**config.mk**
```make
export PLATFORM = sky130hd
export DESIGN_NAME = as_verdict_gate
export DESIGN_NICKNAME = d
export VERILOG_FILES = /design/src/rtl/as_verdict_gate.sv
export SDC_FILE = /design/constraint.sdc
export NUM_CORES = 2
export LEC_CHECK = 0
export BUFFER_PORTS_ARGS = -buffer_cell sky130_fd_sc_hd__buf_2
export CORE_MARGIN = 4
export CORE_UTILIZATION = 60
export DETAILED_ROUTE_END_ITERATION = 10
export MAX_ROUTING_LAYER = met4
export PLACE_DENSITY = 0.87
export SLEW_MARGIN = 20
export SYNTH_ARGS = -nofsm -noshare
export SYNTH_HDL_FRONTEND = slang
export SYNTH_SLANG_ARGS = --single-unit
export TNS_END_PERCENT = 20
```
**constraint.sdc**
```tcl
create_clock -name clk -period 8.9 [get_ports clk]
set_input_delay 0.89 -clock clk [delete_from_list [all_inputs] [get_ports clk]]
set_output_delay 0.89 -clock clk [all_outputs]
set_load 0.05 [all_outputs]
```
**src/rtl/as_verdict_gate.sv**
```systemverilog
// Packet-verdict stage: pairs buffered packets with lookup verdicts, stamps or drops them.
// Optional macro AS_VERDICT_REDIRECT_EN forwards dropped packets to CPU_PORT_MASK.
`ifndef IO_QUEUE_STAGE_NUM
`define IO_QUEUE_STAGE_NUM 8'hff
`endif
`ifndef IOQ_DST_PORT_POS
`define IOQ_DST_PORT_POS 16
`endif

module as_verdict_gate #(
  parameter int DATA_WIDTH = 64,
  parameter int CTRL_WIDTH = DATA_WIDTH/8,
  parameter int NUM_OUTPUT_QUEUES = 8,
  parameter int DATA_FIFO_DEPTH_BITS = 4,
  parameter int VERDICT_FIFO_DEPTH_BITS = 2,
  parameter int CNT_WIDTH = 32,
  parameter logic [NUM_OUTPUT_QUEUES-1:0] CPU_PORT_MASK = 8'b10101010
) (
  input  logic                         clk,
  input  logic                         reset,
  input  logic [DATA_WIDTH-1:0]        in_data,
  input  logic [CTRL_WIDTH-1:0]        in_ctrl,
  input  logic                         in_wr,
  output logic                         in_rdy,
  output logic [DATA_WIDTH-1:0]        out_data,
  output logic [CTRL_WIDTH-1:0]        out_ctrl,
  output logic                         out_wr,
  input  logic                         out_rdy,
  input  logic                         verdict_valid,
  input  logic                         verdict_drop,
  input  logic [NUM_OUTPUT_QUEUES-1:0] verdict_dst_ports,
  output logic [CNT_WIDTH-1:0]         pass_count,
  output logic [CNT_WIDTH-1:0]         drop_count,
  output logic                         verdict_overflow
);

  localparam int DFB = DATA_FIFO_DEPTH_BITS;
  localparam int VFB = VERDICT_FIFO_DEPTH_BITS;
  localparam int NQ = NUM_OUTPUT_QUEUES;
  localparam int DDEPTH = 1 << DFB;
  localparam int VDEPTH = 1 << VFB;
  localparam int DWF = CTRL_WIDTH + DATA_WIDTH;
  localparam int VWF = 1 + NQ;
  localparam int DPOS = `IOQ_DST_PORT_POS;
  localparam logic [CTRL_WIDTH-1:0] IOQ_CTRL =
    CTRL_WIDTH'(`IO_QUEUE_STAGE_NUM);
  localparam logic [DFB:0] D_FULL = (DFB+1)'(DDEPTH);
  localparam logic [DFB:0] D_NFULL = (DFB+1)'(DDEPTH-1);
  localparam logic [VFB:0] V_FULL = (VFB+1)'(VDEPTH);
  localparam logic [VFB:0] V_NFULL = (VFB+1)'(VDEPTH-1);
  localparam logic [CNT_WIDTH-1:0] CNT_MAX = '1;

  typedef enum logic [1:0] {
    IDLE,
    HDR,
    BODY
  } state_t;

  state_t state_q, state_d;

  logic [DWF-1:0] dmem [DDEPTH];
  logic [VWF-1:0] vmem [VDEPTH];

  logic [DFB-1:0] dwp_q, dwp_d, drp_q, drp_d;
  logic [DFB:0]   dcnt_q, dcnt_d;
  logic [VFB-1:0] vwp_q, vwp_d, vrp_q, vrp_d;
  logic [VFB:0]   vcnt_q, vcnt_d;

  logic d_push, d_pop, d_empty, d_full;
  logic v_push, v_pop, v_empty, v_full;

  logic [CTRL_WIDTH-1:0] hd_ctrl;
  logic [DATA_WIDTH-1:0] hd_data, hd_mod;
  logic                  vh_drop;
  logic [NQ-1:0]         vh_ports, vh_ports_eff;

  logic          drop_q, drop_d;
  logic [NQ-1:0] ports_q, ports_d;
  logic          fwd;

  logic                  out_wr_q, out_wr_d;
  logic [DATA_WIDTH-1:0] out_data_q, out_data_d;
  logic [CTRL_WIDTH-1:0] out_ctrl_q, out_ctrl_d;
  logic [CNT_WIDTH-1:0]  pass_q, pass_d, dropc_q, dropc_d;
  logic                  ovf_q, ovf_d;

  assign d_empty = (dcnt_q == '0);
  assign d_full = (dcnt_q == D_FULL);
  assign v_empty = (vcnt_q == '0);
  assign v_full = (vcnt_q == V_FULL);

  assign {hd_ctrl, hd_data} = dmem[drp_q];
  assign {vh_drop, vh_ports} = vmem[vrp_q];

  assign in_rdy = !reset && (dcnt_q < D_NFULL) && (vcnt_q < V_NFULL);

`ifdef AS_VERDICT_REDIRECT_EN
  assign fwd = 1'b1;
  assign vh_ports_eff = vh_drop ? CPU_PORT_MASK : vh_ports;
`else
  logic unused_cpu_mask;
  assign unused_cpu_mask = ^CPU_PORT_MASK;
  assign fwd = !drop_q;
  assign vh_ports_eff = vh_ports;
`endif

  always_comb begin
    d_push = in_wr && !d_full;
    dwp_d = d_push ? dwp_q + 1'b1 : dwp_q;
    drp_d = d_pop ? drp_q + 1'b1 : drp_q;
    dcnt_d = dcnt_q;
    if (d_push && !d_pop) dcnt_d = dcnt_q + 1'b1;
    if (!d_push && d_pop) dcnt_d = dcnt_q - 1'b1;
  end

  // a pop in the same cycle frees a slot, so a full FIFO still takes the push
  always_comb begin
    v_push = verdict_valid && (!v_full || v_pop);
    ovf_d = ovf_q || (verdict_valid && v_full && !v_pop);
    vwp_d = v_push ? vwp_q + 1'b1 : vwp_q;
    vrp_d = v_pop ? vrp_q + 1'b1 : vrp_q;
    vcnt_d = vcnt_q;
    if (v_push && !v_pop) vcnt_d = vcnt_q + 1'b1;
    if (!v_push && v_pop) vcnt_d = vcnt_q - 1'b1;
  end

  always_comb begin
    hd_mod = hd_data;
    if (hd_ctrl == IOQ_CTRL) hd_mod[DPOS +: NQ] = ports_q;
  end

  always_comb begin
    state_d = state_q;
    d_pop = 1'b0;
    v_pop = 1'b0;
    drop_d = drop_q;
    ports_d = ports_q;
    out_wr_d = 1'b0;
    out_data_d = out_data_q;
    out_ctrl_d = out_ctrl_q;
    pass_d = pass_q;
    dropc_d = dropc_q;
    unique case (state_q)
      IDLE: begin
        if (!v_empty && !d_empty) begin
          v_pop = 1'b1;
          drop_d = vh_drop;
          ports_d = vh_ports_eff;
          state_d = HDR;
        end
      end
      HDR, BODY: begin
        if (out_rdy && !d_empty) begin
          d_pop = 1'b1;
          out_wr_d = fwd;
          if (fwd) begin
            out_data_d = hd_mod;
            out_ctrl_d = hd_ctrl;
          end
          if (state_q == HDR) begin
            if (hd_ctrl == '0) state_d = BODY;
          end else if (hd_ctrl != '0) begin
            state_d = IDLE;
            if (drop_q) begin
              if (dropc_q != CNT_MAX) dropc_d = dropc_q + 1'b1;
            end else begin
              if (pass_q != CNT_MAX) pass_d = pass_q + 1'b1;
            end
          end
        end
      end
      default: state_d = IDLE;
    endcase
  end

  always_ff @(posedge clk) begin
    if (d_push) dmem[dwp_q] <= {in_ctrl, in_data};
    if (v_push) vmem[vwp_q] <= {verdict_drop, verdict_dst_ports};
  end

  always_ff @(posedge clk or posedge reset) begin
    if (reset) begin
      state_q <= IDLE;
      dwp_q <= '0;
      drp_q <= '0;
      dcnt_q <= '0;
      vwp_q <= '0;
      vrp_q <= '0;
      vcnt_q <= '0;
      drop_q <= 1'b0;
      ports_q <= '0;
      out_wr_q <= 1'b0;
      out_data_q <= '0;
      out_ctrl_q <= '0;
      pass_q <= '0;
      dropc_q <= '0;
      ovf_q <= 1'b0;
    end else begin
      state_q <= state_d;
      dwp_q <= dwp_d;
      drp_q <= drp_d;
      dcnt_q <= dcnt_d;
      vwp_q <= vwp_d;
      vrp_q <= vrp_d;
      vcnt_q <= vcnt_d;
      drop_q <= drop_d;
      ports_q <= ports_d;
      out_wr_q <= out_wr_d;
      out_data_q <= out_data_d;
      out_ctrl_q <= out_ctrl_d;
      pass_q <= pass_d;
      dropc_q <= dropc_d;
      ovf_q <= ovf_d;
    end
  end

  assign out_wr = out_wr_q;
  assign out_data = out_data_q;
  assign out_ctrl = out_ctrl_q;
  assign pass_count = pass_q;
  assign drop_count = dropc_q;
  assign verdict_overflow = ovf_q;

endmodule

```
======== Word level (Yosys, flattened, before mapping) ========
Memory sizes are Yosys's and may differ from the RTL's. A register that Yosys moved wholly into a read port is not among the register bits.
Cells that the tools add are included.
storage, ports and cells
  input bits .............................. 86
  logic and storage cells ................. 98
  RAM bits ................................ 1188
  flip-flop bits (word level) ............. 160
  output and inout port bits .............. 139
  memories kept ........................... 2
operators by class
  reductions and logical operators ........ 37
  multiplexer cells ....................... 21
  bitwise logic cells ..................... 2
  order comparisons ....................... 2
  add/subtract/negate cells ............... 10
  equality and inequality tests ........... 11
memory list
  memory  words  width  read ports  clocked after memory_dff  wr ports  RTL line  RTL
  dmem    16     72     1           0                         1         61        logic [DWF-1:0] dmem [DDEPTH];
  vmem    4      9      1           1                         1         62        logic [VWF-1:0] vmem [VDEPTH];
operator list
  operator                                                     count
  adder 32 x 1 -> 32 bit (second input constant)               2
  inequality test 32 bit (second input constant)               2
  logical AND 1 bit                                            12
  AND reduction 6 bit                                          2
  zero test 1 bit                                              10
  two-way mux 1 bit                                            10
  two-way mux 2 bit                                            5
  two-way mux 5 bit                                            2
  adder 4 x 1 -> 4 bit (second input constant)                 2
  == test 8 bit (second input constant)                        1
  zero test 8 bit                                              1
  two-way mux 8 bit                                            1
  nonzero test 8 bit                                           1
  two-way mux 3 bit                                            2
  inequality test 3 bit (second input constant)                2
  adder 5 x 1 -> 5 bit (second input constant)                 1
  == test 5 bit (second input constant)                        1
  zero test 5 bit                                              1
  less-than comparator 5 x 4 -> 1 bit (second input constant)  1
  subtractor 5 x 1 -> 5 bit (second input constant)            1
  adder 2 x 1 -> 2 bit (second input constant)                 2
  inequality test 2 bit (second input constant)                2
  case mux 2 bit (2 select lines)                              1
  AND reduction 4 bit                                          1
  14 further kinds                                             17

======== Depth between registers and ports, before layout ========
  depth in word-level cells ............... 10
  gate-level depth with buffers ........... 15
  gate-level depth less buffers ........... 13

======== Least setup slack after synthesis ========
No wires, ideal clock.
  path type ............................... in2reg
  from .................................... input port in_wr
  to ...................................... memory dmem[3][0] in the netlist's numbering (enable)
  cell stages on the path ................. 4
  setup slack ............................. 1995 ps
  data required time ...................... 8310 ps
  data arrival time ....................... 6315 ps
  library setup time ...................... 590 ps
  cell sequence ........................... o21a_1 clkbuf_1 nand2_1 nor3_1
between the ends
  word-level cells in the longest chain between the ends .. 3
ends and longest elaborated chain
  what                                     RTL line  RTL
  start, declared                          23        input logic in_wr,
  logical AND 1 bit                        108       d_push = in_wr && !d_full;
  two-way mux 1 bit                        177       if (d_push) dmem[dwp_q] <= {in_ctrl, in_data};
  two-way mux 1 bit (implied by the code)  177
  end, declared                            61
No other way between the ends.

======== Worst setup path in the final report ========
  from .................................... register drp_q[0]
  to ...................................... register pass_q[1] (netlist: pass_count[1])
between the ends
  word-level cells in the longest chain between the ends .. 3
ends and longest elaborated chain
  what                           RTL line  RTL
  start, declared                64        logic [DFB-1:0] dwp_q, dwp_d, drp_q, drp_d;
  start signal, assigned         201       drp_q <= drp_d;
  memory (16 x 72 bit)           --
  nonzero test 8 bit             162       end else if (hd_ctrl != '0) begin
  AND reduction 6 bit (no line)  --
  end signal, assigned           211       pass_q <= pass_d;
  end, declared                  84        logic [CNT_WIDTH-1:0] pass_q, pass_d, dropc_q, dropc_d;
No other way between the ends.
A chain may end at the register's enable or synchronous reset.

==> results by group <==
Status
  – Status: complete, no violations

Placement
  – DP Cell Count: 3,773
  – HPWL after DPL: 67,320 um
  – Post-place instance area: 54,850 um^2
  – Input/output buffers: 224
  – GPL Wtd Cong: 0.8134

Timing
  – Pin slew with the least headroom to its limit: 1.206 ns
  – Hold Fails Final Rpt: 0
  – Final min period: 4.444 ns
  – Final TNS setup: 0 ns
  – F_max: 0.2250 GHz
  – Clk_skew: slightly above 0.03 ns
  – Slew headroom: between 10% and 20%
  – Max Transition Viols Final: 0
  – Final setup vio count: 0
  – RSZ-0062 raised after global routing: no
  – Hold Worst Slack: 0.3086 ns
  – Final Cycle Share: 49.94%

Die
  – Area of the core: 86,750 um^2
  – IO Count: 225
  – Initial Utilization: 60.38%
  – Die X: 303.5 um
  – Total die area: 92,090 um^2
  – Die Span Y: 303.5 um
  – Cell row count: 108

Synthesis
  – Syn. warnings: 0
  – Register bit total from synthesis: between 1,000 and 1,500
  – Top_reg_cell synth: edfxtp_1
  – Count leader, synth: edfxtp_1
  – Seq/Total Area, Yosys: 76.18%
  – Ys async rst share: 12.45%
  – Synth top area cells: edfxtp_1 68%, mux4_2 16%, dfrtp_1 8.1%
  – Syn_nets: 2,577
  – Syn_area_per_cell: approximately 21 um^2
  – Cell taking the most area after synthesis: edfxtp_1
  – Top cells by count, synth: 1,188 x edfxtp_1, 361 x mux4_2, 250 x nand2_1, 169 x dfrtp_1, 60 x xnor2_1
  – Post-Syn Area: 52,380 um^2
  – Post-synth EDFFs: approximately 1,200
  – Synth unique cells: 54
  – Synthesized instance count: about 2,500
  – Yosys top cell area share: 68.10%

Clock tree
  – Clock transition at path regs: roughly 0.06 ns
  – Clock Root Buffer: clkbuf_16
  – Post-CTS Setup Bufs: 0
  – H-tree depth: 4
  – Post_cts resized: 0
  – CTS hold repair buffers: 0
  – CTS max path bufs: 3
  – CTS Buf Count: 133
  – Skew-Pair Late Insertion Delay: 0.74 ns
  – CTS sink count: 1,357
  – TritonCTS clock tree: built

Pwr
  – Total power: 19.97 mW
  – Leakage: 20.41 nW
  – Cell Pwr Density: 335.4 nW/um^2
  – Worst vdd ir: 0.3666 mV

Drt
  – Vias per inst: slightly below 7
  – Vias: between 20,000 and 30,000
  – Antenna viol nets, final: 0
  – Post-detailed-routing wire length: 136,700 um
  – DRT Pass-1 Iters: 7
  – DRC viols: 0
  – DR WL/cell: 33.77 um
  – 1st-iter DRT viols: 4,303

Setup path
  – CP startpoint kind: flip-flop
  – Crit path DAT: 5.05 ns
  – Critical path type: reg2reg
  – R2R depth: 10
  – Crit path required time: 9.51 ns
  – CP max FO: 47
  – Flop-to-flop setup slack: 4.46 ns
  – CP Capture Type: flip-flop

Cells and area
  – Layout cells sized above 1: a little under a third
  – Post-Layout Inst Area: 59,560 um^2
  – Nets@finish: 2,860
  – Post-Layout Cell Count: between 4,000 and 5,000
  – FILL cells: 4,907
  – Area Overhead vs Synth: 13.70%

Global routing
  – GR Util All Layers: about a third
  – Pin count of the biggest net entering global routing: 95
  – Grt ovf: 0
  – Global-route wire length before repair: between 150,000 and 200,000 um
  – Antenna violations before repair: 22
  – Vias in the first global route: between 20,000 and 30,000

Flow run
  – Max-cap violation count: 0

Hold path
  – Hold Path Class: in2async
[cell usage in the layout (no fill, tap or decap), types with 4 or more instances in the layout]
| cell type | Yosys | layout |
|---|---|---|
| bufinv_16 | 0 | 18 |
| buf_4 | 1 | 38 |
| clkinv_2 | 0 | 21 |
| nor2_1 | 28 | 15 |
| inv_1 | 23 | 22 |
| nand2b_1 | 4 | 4 |
| a22oi_1 | 15 | 15 |
| buf_2 | 38 | 224 |
| dfrtp_4 | 0 | 4 |
| mux2_2 | 10 | 10 |
| clkinv_8 | 0 | 5 |
| diode_2 | 0 | 27 |
| mux2i_1 | 8 | 8 |
| nand2_1 | 250 | 250 |
| nor2_4 | 0 | 12 |
| nand4_2 | 8 | 8 |
| nand3_2 | 11 | 11 |
| nand3_1 | 22 | 22 |
| and4_1 | 5 | 5 |
| dfrtp_1 | 169 | 165 |
| nor3_2 | 0 | 4 |
| xor2_1 | 21 | 21 |
| buf_6 | 7 | 4 |
| clkbuf_8 | 0 | 15 |
| o21ai_0 | 15 | 15 |
| nor4_1 | 13 | 13 |
| xnor2_1 | 60 | 60 |
| inv_6 | 0 | 5 |
| and3_1 | 28 | 28 |
| edfxtp_1 | 1188 | 1188 |
| nor3_1 | 15 | 11 |
| and2_1 | 7 | 7 |
| clkinvlp_4 | 0 | 5 |
| clkinv_1 | 0 | 12 |
| clkbuf_16 | 0 | 133 |
| clkbuf_1 | 57 | 26 |
| nand4_1 | 35 | 35 |
| a21oi_1 | 4 | 4 |
| mux4_2 | 361 | 361 |
| ha_1 | 19 | 19 |
[metrics by stage]
step           setup slack, ns  util [%]
2_1_floorplan            1.995         -
3_3_place_gp             4.334     63.22
3_5_place_dp             4.208     63.22
4_1_cts                  4.159     68.52
5_1_grt                  4.126     68.64
6_report                 4.456     68.65
[cells by family after synthesis]
family	after synthesis	synth area share (%)
buffers and inverters	143	1.223
AOI/OAI and AO/OA	51	0.7285
adders and majority gates	20	0.4921
muxes	381	15.94
DFF	1357	76.18
xor gates and xnor gates	81	1.354
and+or+nand+nor	438	4.085
[power breakdown]
part           switching [mW]  internal, mW  total, mW
clock                    2.50          3.44       5.94
combinational            3.40          2.30       5.70
sequential              0.556          7.78       8.34
[state kept, by name, summed over array words and instances, names as in the netlist, 3 cells and up]
signal	count
dmem	1152
out_data	64
vmem	36
drop_count	32
pass_count	32
out_ctrl	8
ports_q	8
dcnt_q	5
drp_q	4
dwp_q	4
vcnt_q	3
[area by class of cell]
cell class	instances	area, um^2	area share (%)
diodes	27	67.56	0.1134
clock buffers	174	3632	6.099
clock inverters	71	964.7	1.620
inverters	24	97.59	0.1639
multi-input cells	971	11950	20.07
flip-flops and latches	1357	39920	67.03
well taps	1155	1445	2.426
repair buffers	267	1479	2.483
[layer usage]
layer,GRT usage [%],wire length (um)
met3,6.528,15290
met4,13.51,6222
met5,-,0
met1,39.75,45650
met2,50.13,69490
[critical path, stage by stage (launching register included)]
cell and delay (ns):
dfrtp_4 0.67, buf_16 0.32, buf_4 0.83, mux4_2 0.62, a22oi_1 0.27, nand2_1 0.20
nor4_4 0.36, a21oi_4 0.09, buf_4 0.31, nand2_1 0.19, mux2_1 0.33
[final timing paths]
| path | from | end |
|---|---|---|
| setup / recovery | drp_q[0]$_DFFE_PP0P_ | pass_count[1]$_DFFE_PP0P_ |
| setup reg to reg | drp_q[0]$_DFFE_PP0P_ | pass_count[1]$_DFFE_PP0P_ |
| hold / removal | reset | vcnt_q[2]$_DFFE_PP0P_ |
| min in group clk | verdict_drop | vmem[0][8]$_DFFE_PP_ |
| max in group asynchronous | reset | out_data[44]$_DFFE_PP0P_ |
| hold reg to reg | verdict_overflow$_DFF_PP0_ | verdict_overflow$_DFF_PP0_ |
(Power assumes the default switching activity.)
